==> src/rtl/ex_pipeline_controller_if.sv <==
// Hazard inputs and pipeline-register strobes between the
// EX-stage controller (master) and the pipeline datapath (slave).
interface ex_pipeline_controller_if #(
  parameter int CNT_W = 16
);
  logic             idex_mem_read;
  logic [4:0]       idex_rt;
  logic [4:0]       ifid_rs;
  logic [4:0]       ifid_rt;
  logic             ifid_uses_rt;
  logic             muldiv_start;
  logic             branch_taken;
  logic             pc_write;
  logic             ifid_write;
  logic             ifid_flush;
  logic             idex_write;
  logic             idex_bubble;
  logic             exmem_bubble;
  logic             md_busy;
  logic             md_done;
  logic [CNT_W-1:0] stall_cycles;
  logic [CNT_W-1:0] flush_count;

  modport master (
    input  idex_mem_read, idex_rt,
    input  ifid_rs, ifid_rt, ifid_uses_rt,
    input  muldiv_start, branch_taken,
    output pc_write, ifid_write, ifid_flush,
    output idex_write, idex_bubble,
    output exmem_bubble, md_busy, md_done,
    output stall_cycles, flush_count
  );

  modport slave (
    output idex_mem_read, idex_rt,
    output ifid_rs, ifid_rt, ifid_uses_rt,
    output muldiv_start, branch_taken,
    input  pc_write, ifid_write, ifid_flush,
    input  idex_write, idex_bubble,
    input  exmem_bubble, md_busy, md_done,
    input  stall_cycles, flush_count
  );
endinterface

==> src/rtl/ex_pipeline_controller.sv <==
// EX-stage pipeline sequencer: load-use stalls, MEM branch
// flushes and mult/div freezes, with saturating statistics.
module ex_pipeline_controller #(
  parameter int MD_LAT = 4,
  parameter int CNT_W  = 16
) (
  input logic clk,
  input logic rst,
  ex_pipeline_controller_if.master bus
);
  localparam int MD_W =
    (MD_LAT > 2) ? $clog2(MD_LAT) : 1;
  localparam int MD_INIT =
    (MD_LAT > 1) ? MD_LAT - 2 : 0;
  localparam logic [MD_W-1:0] MD_LOAD =
    MD_W'(MD_INIT);

  typedef enum logic {
    RUN,
    MD_BUSY
  } state_t;

  state_t           state_q;
  state_t           state_d;
  logic [MD_W-1:0]  cnt_q;
  logic [MD_W-1:0]  cnt_d;
  logic [CNT_W-1:0] stall_q;
  logic [CNT_W-1:0] flush_q;

  logic pc_write;
  logic ifid_write;
  logic ifid_flush;
  logic idex_write;
  logic idex_bubble;
  logic exmem_bubble;
  logic md_busy;
  logic md_done;
  logic flush_inc;

  logic load_use;
  logic rt_hit;
  logic br_go;
  logic md_go;
  logic lu_go;

  assign rt_hit = bus.ifid_uses_rt &&
    (bus.idex_rt == bus.ifid_rt);
  assign load_use = bus.idex_mem_read &&
    (bus.idex_rt != 5'd0) &&
    ((bus.idex_rt == bus.ifid_rs) || rt_hit);

  // Priority resolved up front so the decoder is one-hot.
  assign br_go = bus.branch_taken;
  assign md_go = bus.muldiv_start && !br_go;
  assign lu_go = load_use && !br_go && !md_go;

  always_comb begin
    pc_write     = 1'b1;
    ifid_write   = 1'b1;
    ifid_flush   = 1'b0;
    idex_write   = 1'b1;
    idex_bubble  = 1'b0;
    exmem_bubble = 1'b0;
    md_busy      = 1'b0;
    md_done      = 1'b0;
    flush_inc    = 1'b0;
    state_d      = state_q;
    cnt_d        = cnt_q;
    if (rst) begin
      pc_write     = 1'b0;
      ifid_write   = 1'b0;
      idex_write   = 1'b0;
      ifid_flush   = 1'b1;
      idex_bubble  = 1'b1;
      exmem_bubble = 1'b1;
    end else begin
      unique case (state_q)
        RUN: begin
          unique case (1'b1)
            br_go: begin
              ifid_flush   = 1'b1;
              idex_bubble  = 1'b1;
              exmem_bubble = 1'b1;
              flush_inc    = 1'b1;
            end
            md_go: begin
              if (MD_LAT > 1) begin
                pc_write     = 1'b0;
                ifid_write   = 1'b0;
                idex_write   = 1'b0;
                exmem_bubble = 1'b1;
                md_busy      = 1'b1;
                cnt_d        = MD_LOAD;
                state_d      = MD_BUSY;
              end else begin
                md_done = 1'b1;
              end
            end
            lu_go: begin
              pc_write    = 1'b0;
              ifid_write  = 1'b0;
              idex_bubble = 1'b1;
            end
            default: begin
            end
          endcase
        end
        MD_BUSY: begin
          if (cnt_q != '0) begin
            pc_write     = 1'b0;
            ifid_write   = 1'b0;
            idex_write   = 1'b0;
            exmem_bubble = 1'b1;
            md_busy      = 1'b1;
            cnt_d        = cnt_q - 1'b1;
          end else begin
            md_done = 1'b1;
            state_d = RUN;
          end
        end
        default: begin
          state_d = RUN;
        end
      endcase
    end
  end

  always_ff @(posedge clk) begin
    if (rst) begin
      state_q <= RUN;
      cnt_q   <= '0;
      stall_q <= '0;
      flush_q <= '0;
    end else begin
      state_q <= state_d;
      cnt_q   <= cnt_d;
      if (!pc_write && stall_q != '1)
        stall_q <= stall_q + 1'b1;
      if (flush_inc && flush_q != '1)
        flush_q <= flush_q + 1'b1;
    end
  end

  assign bus.pc_write     = pc_write;
  assign bus.ifid_write   = ifid_write;
  assign bus.ifid_flush   = ifid_flush;
  assign bus.idex_write   = idex_write;
  assign bus.idex_bubble  = idex_bubble;
  assign bus.exmem_bubble = exmem_bubble;
  assign bus.md_busy      = md_busy;
  assign bus.md_done      = md_done;
  assign bus.stall_cycles = stall_q;
  assign bus.flush_count  = flush_q;
endmodule
==> src/flat_wrapper.sv <==
// flat-port wrapper written by rule: the top's interface ports become plain ports
module ex_pipeline_controller_flat 
#(
  parameter int MD_LAT = 4,
  parameter int CNT_W  = 16
)
  (clk, rst, bus_idex_mem_read, bus_idex_rt, bus_ifid_rs, bus_ifid_rt, bus_ifid_uses_rt, bus_muldiv_start, bus_branch_taken, bus_pc_write, bus_ifid_write, bus_ifid_flush, bus_idex_write, bus_idex_bubble, bus_exmem_bubble, bus_md_busy, bus_md_done, bus_stall_cycles, bus_flush_count);
  ex_pipeline_controller_if #(.CNT_W(CNT_W)) bus_i ();
  input logic clk;
  input logic rst;
  input wire logic [$bits(bus_i.idex_mem_read)-1:0] bus_idex_mem_read;
  input wire logic [$bits(bus_i.idex_rt)-1:0] bus_idex_rt;
  input wire logic [$bits(bus_i.ifid_rs)-1:0] bus_ifid_rs;
  input wire logic [$bits(bus_i.ifid_rt)-1:0] bus_ifid_rt;
  input wire logic [$bits(bus_i.ifid_uses_rt)-1:0] bus_ifid_uses_rt;
  input wire logic [$bits(bus_i.muldiv_start)-1:0] bus_muldiv_start;
  input wire logic [$bits(bus_i.branch_taken)-1:0] bus_branch_taken;
  output wire logic [$bits(bus_i.pc_write)-1:0] bus_pc_write;
  output wire logic [$bits(bus_i.ifid_write)-1:0] bus_ifid_write;
  output wire logic [$bits(bus_i.ifid_flush)-1:0] bus_ifid_flush;
  output wire logic [$bits(bus_i.idex_write)-1:0] bus_idex_write;
  output wire logic [$bits(bus_i.idex_bubble)-1:0] bus_idex_bubble;
  output wire logic [$bits(bus_i.exmem_bubble)-1:0] bus_exmem_bubble;
  output wire logic [$bits(bus_i.md_busy)-1:0] bus_md_busy;
  output wire logic [$bits(bus_i.md_done)-1:0] bus_md_done;
  output wire logic [$bits(bus_i.stall_cycles)-1:0] bus_stall_cycles;
  output wire logic [$bits(bus_i.flush_count)-1:0] bus_flush_count;
  assign bus_i.idex_mem_read = bus_idex_mem_read;
  assign bus_i.idex_rt = bus_idex_rt;
  assign bus_i.ifid_rs = bus_ifid_rs;
  assign bus_i.ifid_rt = bus_ifid_rt;
  assign bus_i.ifid_uses_rt = bus_ifid_uses_rt;
  assign bus_i.muldiv_start = bus_muldiv_start;
  assign bus_i.branch_taken = bus_branch_taken;
  assign bus_pc_write = bus_i.pc_write;
  assign bus_ifid_write = bus_i.ifid_write;
  assign bus_ifid_flush = bus_i.ifid_flush;
  assign bus_idex_write = bus_i.idex_write;
  assign bus_idex_bubble = bus_i.idex_bubble;
  assign bus_exmem_bubble = bus_i.exmem_bubble;
  assign bus_md_busy = bus_i.md_busy;
  assign bus_md_done = bus_i.md_done;
  assign bus_stall_cycles = bus_i.stall_cycles;
  assign bus_flush_count = bus_i.flush_count;
  ex_pipeline_controller #(.MD_LAT(MD_LAT), .CNT_W(CNT_W)) u_core (.clk(clk), .rst(rst), .bus(bus_i));
endmodule
==> config.mk <==
export PLATFORM = sky130hd
export DESIGN_NAME = ex_pipeline_controller_flat
export DESIGN_NICKNAME = d
export VERILOG_FILES = /design/src/rtl/ex_pipeline_controller_if.sv /design/src/rtl/ex_pipeline_controller.sv /design/src/flat_wrapper.sv
export SDC_FILE = /design/constraint.sdc
export NUM_CORES = 1
export LEC_CHECK = 0
export BUFFER_PORTS_ARGS = -buffer_cell sky130_fd_sc_hd__buf_2
export CAP_MARGIN = 20
export CELL_PAD_IN_SITES_DETAIL_PLACEMENT = 1
export CELL_PAD_IN_SITES_GLOBAL_PLACEMENT = 1
export CORE_MARGIN = 3
export CORE_UTILIZATION = 33
export CTS_CLUSTER_DIAMETER = 30
export DETAILED_ROUTE_END_ITERATION = 8
export PLACE_DENSITY_LB_ADDON = 0.1
export SETUP_SLACK_MARGIN = 0.4
export SLEW_MARGIN = 20
export SYNTH_ARGS = -nofsm -noshare
export SYNTH_HDL_FRONTEND = slang
export SYNTH_SLANG_ARGS = --single-unit
==> constraint.sdc <==
create_clock -name clk -period 1.69 [get_ports clk]
set_input_delay 0.2535 -clock clk [delete_from_list [all_inputs] [get_ports clk]]
set_output_delay 0.2535 -clock clk [all_outputs]
set_load 0.1 [all_outputs]
* After elaboration in Yosys (flattened, before gate mapping)
Cells that the tools add are included.
Storage, ports and cells: register bits 35
Operators by class: mux-type cells 26, $add $sub $neg 3, eq/ne operators 6, reduce and logical (&&, ||, !) cells 18, bitwise logic cells 1
Operators with widths (count):
- $add A16 B1 Y16 const B | 2
- $ne A16 B16 Y1 const B | 2
- $mux W1 | 18
- $eq A5 B5 Y1 | 2
- $pmux W1 S2 | 5
- $logic_and A1 B1 Y1 | 8
- $reduce_or A2 Y1 | 3
- $reduce_bool A5 Y1 | 1
- $mux W2 | 2
- $pmux W2 S2 | 1
- $logic_not A1 Y1 | 3
- $ne A2 B1 Y1 const B | 1
- $ne A2 B2 Y1 const B | 1
- $reduce_and A2 Y1 | 1
- $reduce_bool A2 Y1 | 1
- $sub A2 B1 Y2 const B | 1
- $logic_or A1 B1 Y1 | 1
- $not A1 Y1 | 1

* Longest topological paths before layout
Gate-level depths: netlist (run 1).
depth in word-level cells 12, depth in mapped cells 10, mapped depth without buffers 8

* Worst setup path before layout (run 1)
No wires, ideal clock.
path type flip-flop to output port, start point register u_core.cnt_q[0], end point output port bus_pc_write, stages on the path, launching flop included 7, data arrival time 4.327 ns, path slack -2.890 ns, path through dfxtp_1 > inv_1 > ha_1 > nor2b_1 > a211oi_1 > and2_1 > buf_4
Between the ends: cells in the longest elaborated chain, start to end 4
RTL lines:
- from (decl) | RTL line ex_pipeline_controller.sv:25 | logic [MD_W-1:0] cnt_q;
- from (signal assigned) | RTL line ex_pipeline_controller.sv:136 | cnt_q <= cnt_d;
- $reduce_bool A2 Y1 | RTL line ex_pipeline_controller.sv:109 | if (cnt_q != '0) begin
- $mux W1
- $pmux W1 S2
- $mux W1
- to (decl) | RTL line flat_wrapper.sv:18 | output wire logic [$bits(bus_i.pc_write)-1:0] bus_pc_write;
Every way passes these cells.

* Worst setup path in the final report (run 1)
start point input port bus_idex_rt[4], end point register u_core.stall_q[9] (netlist: u_core.bus.stall_cycles[9])
Between the ends: cells in the longest elaborated chain, start to end 12
RTL lines:
- from (decl) | RTL line flat_wrapper.sv:12 | input wire logic [$bits(bus_i.idex_rt)-1:0] bus_idex_rt;
- $eq A5 B5 Y1 | RTL line ex_pipeline_controller.sv:47 | (bus.idex_rt == bus.ifid_rt);
- $logic_and A1 B1 Y1 | RTL line ex_pipeline_controller.sv:46 | assign rt_hit = bus.ifid_uses_rt &&
- $logic_or A1 B1 Y1 | RTL line ex_pipeline_controller.sv:50 | ((bus.idex_rt == bus.ifid_rs) || rt_hit);
- $logic_and A1 B1 Y1 * | RTL line ex_pipeline_controller.sv:49 | (bus.idex_rt != 5'd0) &&
- $logic_and A1 B1 Y1 * (2 in a row) | RTL line ex_pipeline_controller.sv:55 | assign lu_go = load_use && !br_go && !md_go;
- $reduce_or A2 Y1 (no source line) *
- $mux W1 * | RTL line ex_pipeline_controller.sv:79 | unique case (1'b1)
- $pmux W1 S2 * | RTL line ex_pipeline_controller.sv:77 | unique case (state_q)
- $mux W1 * | RTL line ex_pipeline_controller.sv:69 | if (rst) begin
- $logic_not A1 Y1 * | RTL line ex_pipeline_controller.sv:137 | if (!pc_write && stall_q != '1)
- $logic_and A1 B1 Y1 * | RTL line ex_pipeline_controller.sv:137
- to (signal assigned) | RTL line ex_pipeline_controller.sv:138 | stall_q <= stall_q + 1'b1;
- to (decl) | RTL line ex_pipeline_controller.sv:27 | logic [CNT_W-1:0] stall_q;
Mark *: on every way between the ends. The rest lies on a longest branch, timed or not. A chain may end at the register's enable or synchronous reset.

==> flow_metrics.tcl, run 1 <==
set metrics [dict create \
    drv_cap 0 \
    synth_ff_type "dfxtp_1" \
    cp_max_fo 7 \
    grt_pass1_vias 2385 \
    pin_count 61 \
    cpPeakStageDelay_ns 0.39 \
    vias 2447 \
    cts-root-buf "clkbuf_8" \
    numPortBuffers 60 \
    clk_pin_slew_ns 0.08 \
    violations "negative setup slack" \
    async_flop_share_pct 0 \
    r2r_end "u_core.bus.stall_cycles[9]" \
    syn_area_per_cell_um2 8.645 \
    top_usage_layer "met2" \
    antenna_found_initial 0 \
    critPathLaunch "bus_idex_rt[4]" \
    viasPerCell 5.587 \
    grt_start_max_net_pins 25 \
    fin_tns_setup_ns -5.842 \
    yosysUniqueCellTypes 42 \
    drive_above_1_share_pct 71.31 \
    fin_crit_sh_pct 121.2 \
    crit_path_top_delay_cell "o31ai_1" \
    stdcell_count 438 \
    use_met1_pct 26.77 \
    reg2reg_depth 9 \
    place_ws_ns -0.2312 \
    synth_seq_cells 35 \
    post_drt_wl_per_cell_um 24.85 \
    end_kind "register" \
    syn_nets 244 \
    synthCells 220 \
    regArea_um2 799.5 \
    power_density_nw_per_um2 611.0 \
    grt_use_total_pct 23.19 \
    start_util_pct 34.33 \
    place_hpwl_um 4345 \
    core_area_um2 5540 \
    clock_path_buffers 2 \
    layout.nets 389 \
    setup_slack_ns -0.3588 \
    netlist_area_um2 1902 \
    grt-ovfl-total 0 \
    cpMostUsedCell "buf_4" \
    p_leak_nw 1.625 \
    grtUsageMet3_pct 3.618 \
    place_inst 391 \
    yosys_warnings 0 \
    cts_sinks 35 \
    worstPathRequired_ns 1.85 \
    die_area_um2 6710 \
    hold_slack_ns 0.4606 \
    fp.dieH_um 81.92 \
    setup_violations 33 \
    r2r-start "u_core.bus.stall_cycles[0]" \
    synth.top_cell.area_share_pct 36.84 \
    met2_usage_pct 44.10 \
    fin_crit_ns 2.049 \
    rows 27 \
    critical_path_class "in2reg" \
    cts.htree.levels 2 \
    reg2reg_setup_slack_ns -0.31 \
    wl_um 10880 \
    route.detailed.drc 0 \
    finalClockSkew_ns 0.005475 \
    die_x_um 81.92 \
    cts_hold_buf 0 \
    clk_latency_ns 0.30 \
    dr.pass1.iters 4 \
    crit_end "u_core.bus.stall_cycles[9]" \
    critPathArrivalTime_ns 2.21 \
    finalWeightedCongestion 0.7831 \
    hp-class "in2reg" \
    critPathLaunchType "input pin" \
    antenna_left 0 \
    cts_made_buffers 5 \
    yosys.area.top_type "dfxtp_1" \
    n_antenna_cell 0 \
    vdd_ir_drop_max_mv 0.4066 \
    outcome "finished, violations left" \
    synth_edf_count 0 \
    slew_headroom_pct 72.15 \
    cts_tree "yes" \
    rsz0062_at_grt "yes" \
    slew_violations 0 \
    nFillCells 551 \
    timing.fmax_ghz 0.4881 \
    worst_pin_slew_ns 0.4142 \
    first_iter_violations 151 \
    grt_pass1_wl_um 11870 \
    synth.area.top_cells "dfxtp_1 (37%), xnor2_1 (6.0%), xor2_1 (6.0%)" \
    cp_cell_sequence "buf_8, buf_4, xnor2_1, nand4_1, o22ai_4, buf_4, a21oi_4, buf_6, buf_16, o31ai_1, a21oi_2" \
    ys_seq_area_share_pct 36.84 \
    finalHoldViolCount 0 \
    area_growth_pct 112.0 \
    multi_input_area_um2 1528 \
]
## where the power goes
group	switching, mW	internal [mW]	total, mW
sequential	0.0190	0.814	0.833
clock	0.371	0.530	0.901
combinational	0.418	0.311	0.729
total	0.808	1.66	2.46
## critical path: cells and delay by family
kind	cells	cell delay, ns
AND/OR/NAND/NOR	1	0.22
XOR/XNOR	1	0.23
buffers and inverters	5	0.69
AO/OA/AOI/OAI	4	0.81
## per-stage QoR
step	utilization (%)	total power [mW]	area, um2
2_1_floorplan	-	1.195	2188
3_3_place_gp	53.70	1.345	2975
3_5_place_dp	53.70	1.356	2975
4_1_cts	66.98	2.348	3711
5_1_grt	72.76	2.528	4031
6_report	72.76	2.463	4031
## worst min-delay path by stage
stage / depth (start not counted) / endpoint / from / slack, ns
6_report: 3 / u_core.bus.stall_cycles[1] / rst / 0.46
2_1_floorplan: 2 / u_core.cnt_q[1] / u_core.cnt_q[1] / 0.48
4_1_cts: 4 / u_core.bus.stall_cycles[4] / rst / 0.45
3_5_place_dp: 2 / u_core.bus.stall_cycles[14] / u_core.bus.stall_cycles[14] / 0.50
3_3_place_gp: 2 / u_core.bus.stall_cycles[14] / u_core.bus.stall_cycles[14] / 0.49
5_1_grt: 3 / u_core.bus.flush_count[3] / rst / 0.47
## layout by cell type (no fill, tap or decap), types with 4 or more instances in the layout
cell type and n:
buf_4 65, buf_6 40, dfxtp_4 22, nor2_1 19, buf_2 18, dfxtp_2 13
buf_12 12, xnor2_1 10, nand4_1 10, xor2_1 10, nand2_1 9, nand3_1 8
a21oi_1 8, o21ai_2 7, or3_1 7, buf_8 7, a21oi_2 5, clkbuf_8 5
nor2_4 4, a21oi_4 4, and4_1 4, o21ai_1 4, nand3_2 4
## state kept, by name, summed over array words and instances, names as in the netlist
signal                   cells
u_core.cnt_q                 2
u_core.bus.stall_cycles     16
u_core.bus.flush_count      16
u_core.state_q               1
## cell usage after synthesis, drive strengths merged (4+ instances only)
cell,instances
or3,10
xnor2,13
inv,7
xor2,13
a21oi,17
o21ai,12
nor2,25
dfxtp,35
nand4,10
clkbuf,4
nand2,14
nand3,15
and4,6
## cells by family (layout without fill, tap and decap cells)
kind of cell	Yosys count	in the layout	share of synthesized area [%]
AND/OR/NAND/NOR	97	97	27.89
AO/OA/AOI/OAI	43	43	16.05
flip-flops	35	35	36.84
XOR/XNOR	26	26	11.97
buffers and inverters	14	160	4.211
adder cells (fa/ha/maj)	3	3	1.974
multiplexers	2	2	1.053
## per-layer routing
metal	wire length [um]	vias to the layer above	part of all wire, %
met5	0	-	0
met4	381	0	3.5
met3	496	36	4.6
met2	5886	106	54
met1	4119	1226	38
li1	-	1079	-
## area by class of cell
class                   count  share of cell area, %
clock inverters             2                 0.9311
clock buffers               6                  2.328
well taps                  72                  2.235
inverters                   7                 0.7138
flip-flops and latches     35                  19.83
multi-input cells         171                  37.90
repair buffers            145                  36.06
## repair_timing
item | 4_1_cts | 5_1_grt
endpoints found under the setup margin | 74 | 52
resized for setup | 108 | 43
pin swaps | 41 | 37
gates cloned | 2 | 1
buffers inserted | 21 | 15
Note: power is estimated with default switching activity, not from simulation.
==> run 2: changes to the inputs <==
--- a/config.mk
+++ b/config.mk
@@ -10,10 +10,10 @@
 export CELL_PAD_IN_SITES_DETAIL_PLACEMENT = 1
 export CELL_PAD_IN_SITES_GLOBAL_PLACEMENT = 1
 export CORE_MARGIN = 3
-export CORE_UTILIZATION = 33
+export CORE_UTILIZATION = 39
 export CTS_CLUSTER_DIAMETER = 30
 export DETAILED_ROUTE_END_ITERATION = 8
-export PLACE_DENSITY_LB_ADDON = 0.1
+export PLACE_DENSITY_LB_ADDON = 0.3
 export SETUP_SLACK_MARGIN = 0.4
 export SLEW_MARGIN = 20
 export SYNTH_ARGS = -nofsm -noshare
==> constraint.sdc (replaced) <==
create_clock -name clk -period 2.5 [get_ports clk]
set_input_delay 0.375 -clock clk [delete_from_list [all_inputs] [get_ports clk]]
set_output_delay 0.375 -clock clk [all_outputs]
set_load 0.1 [all_outputs]
==> run 2 against run 1 <==
The flow now finishes without violations. Clock skew rose by 0.0015 ns. Clock power fell by 50%. Die area fell by 14%. Clock-buffer cell count did not move. First-iteration DRC count fell by 52%. Critical path depth fell by 3. Sequential cell count did not move. Via count fell by 23%. Total power fell by 46%. Sequential power fell by 30%. Worst setup slack improved by 0.72 ns. Critical path type is now in2out.
==> flow_metrics.tcl, run 2 (synthesis results as in run 1) <==
set metrics [dict create \
    outcome "finished, final reports clean" \
    fp.dieH_um 75.83 \
    crit_buf_inv 3 \
    fin_area_um2 2565 \
    cp_max_fo 3 \
    rows 24 \
    setup_slack_ns 0.3591 \
    switching_share_pct 33.23 \
    p_switching_mw 0.4389 \
    setup_violations 0 \
    slew_violations 0 \
    grt_start_max_net_pins 27 \
    cpPeakStageDelay_ns 0.22 \
    n_antenna_cell 0 \
    die_area_um2 5750 \
    power_mw 1.321 \
    critPathLaunchType "input pin" \
    viasPerCell 5.331 \
    critPathArrivalTime_ns 1.77 \
    cts_tree "yes" \
    drive_above_1_share_pct 43.06 \
    vdd_ir_drop_max_mv 0.3022 \
    die_x_um 75.83 \
    area_growth_pct 34.87 \
    vias 1882 \
    start_util_pct 41.94 \
    place_hpwl_um 3730 \
    grt_pass1_wl_um 8273 \
    hold_slack_ns 0.4584 \
    post_drt_wl_per_cell_um 15.77 \
    critical_path_class "in2out" \
    worst_pin_slew_ns 0.4933 \
    grt_use_total_pct 18.58 \
    finalHoldViolCount 0 \
    antenna_found_initial 0 \
    grt_pass1_vias 1770 \
    grt-ovfl-total 0 \
    rsz0062_at_grt "yes" \
    drv_cap 0 \
    seqPwrFrac_pct 44.1 \
    core_area_um2 4534 \
    power_frac_comb_pct 22.2 \
    finalClockSkew_ns 0.006944 \
    end_kind "output port" \
    cts-root-buf "clkbuf_8" \
    p_leak_nw 1.031 \
    clk_pin_slew_ns 0.07 \
    power.internal_mw 0.8821 \
    hold_depth 3 \
    numPortBuffers 60 \
    place_ws_ns 0.3086 \
    cpMostUsedCell "buf_8" \
    pwr-share-clk_pct 33.8 \
    timing.fmax_ghz 0.4671 \
    cts_made_buffers 5 \
    worstPathRequired_ns 2.12 \
    cts_sinks 35 \
    dr.pass1.iters 4 \
    pin_count 61 \
    fin_crit_ns 2.141 \
    reg2reg_depth 8 \
    fin_crit_sh_pct 85.64 \
    cts_hold_buf 0 \
    wl_um 5567 \
    clock_path_buffers 2 \
    antenna_left 0 \
    cp_cell_sequence "buf_8, buf_4, xnor2_1, nand4_1, o22ai_4, nand2_4, o21bai_4, buf_8" \
    layout.nets 311 \
    cts.htree.levels 2 \
    slew_headroom_pct 67.12 \
    final_common_cell "buf_2" \
    clk_latency_ns 0.29 \
    first_iter_violations 73 \
    cp_top_family "buffers and inverters" \
    hp-class "in2reg" \
    finalWeightedCongestion 0.7500 \
    power_density_nw_per_um2 515.0 \
    path_depth 8 \
    route.detailed.drc 0 \
    place_area_um2 2370 \
    crit_path_top_delay_cell "xnor2_1" \
    final_cell_mix "buf_2 (53), dfxtp_2 (26), nor2_1 (22)" \
]
[run 2: worst register-to-register path, cell delays in order (launching register included)]
cell and delay (ns):
dfxtp_2 0.37, ha_1 0.24, nand3_1 0.21, nor4b_4 0.36, nor2_1 0.11, a21oi_4 0.12
buf_6 0.22, o31a_1 0.20, o21a_1 0.14
[run 2: final cells by class]
cell class                      count  area (um2)
Fill cell                         567        1969
Multi-Input combinational cell    171        1200
Sequential cell                    35       733.2
Timing Repair Buffer               67       425.4
Clock buffer                        6       82.58
Tap cell                           65       81.33
Inverter                            7       26.28
Clock inverter                      2       16.27
[run 2: repair_timing]
item                       in CTS  in global routing
setup buffers                   1                  3
pin swaps                       2                  3
gates resized for setup        10                  9
setup endpoints to repair       4                 10
[run 2: power by group through the flow]
| stage | combinational, mW | clock [mW] | sequential, mW |
|---|---|---|---|
| after global routing | 0.311 | 0.484 | 0.585 |
| after global placement | 0.267 | 0 | 0.595 |
| after CTS | 0.279 | 0.458 | 0.582 |
| final | 0.293 | 0.446 | 0.582 |
| after detailed placement | 0.272 | 0 | 0.595 |
| after floorplan | 0.162 | 0 | 0.652 |
[run 2: stage by stage]
stage               cells  setup TNS [ns]  util, %
global placement      341               0    52.26
global route          353               0    56.57
CTS                   350               0    55.27
detailed placement    341               0    52.26
finish                353               0    56.57
floorplan             220        -0.03215        -
[run 2: path summary, 6_finish.rpt]
kind                                 endpoint                       start  slack (ns)
hold / removal    u_core.bus.stall_cycles[15]                         rst        0.46
setup / recovery              bus_idex_bubble              bus_idex_rt[4]        0.36
setup reg to reg  u_core.bus.stall_cycles[13]  u_core.bus.stall_cycles[0]        0.46
hold reg to reg     u_core.bus.flush_count[1]   u_core.bus.flush_count[1]        0.50
[run 2: metal layers]
layer / share of wire (%) / vias up / track usage, % / routed length [um]
li1: - / 924 / - / -
met1: 43 / 917 / 23.38 / 2417
met2: 52 / 36 / 31.65 / 2891
met3: 3.9 / 5 / 3.958 / 215
met4: 0.77 / 0 / 5.631 / 43
met5: 0 / - / 0 / 0
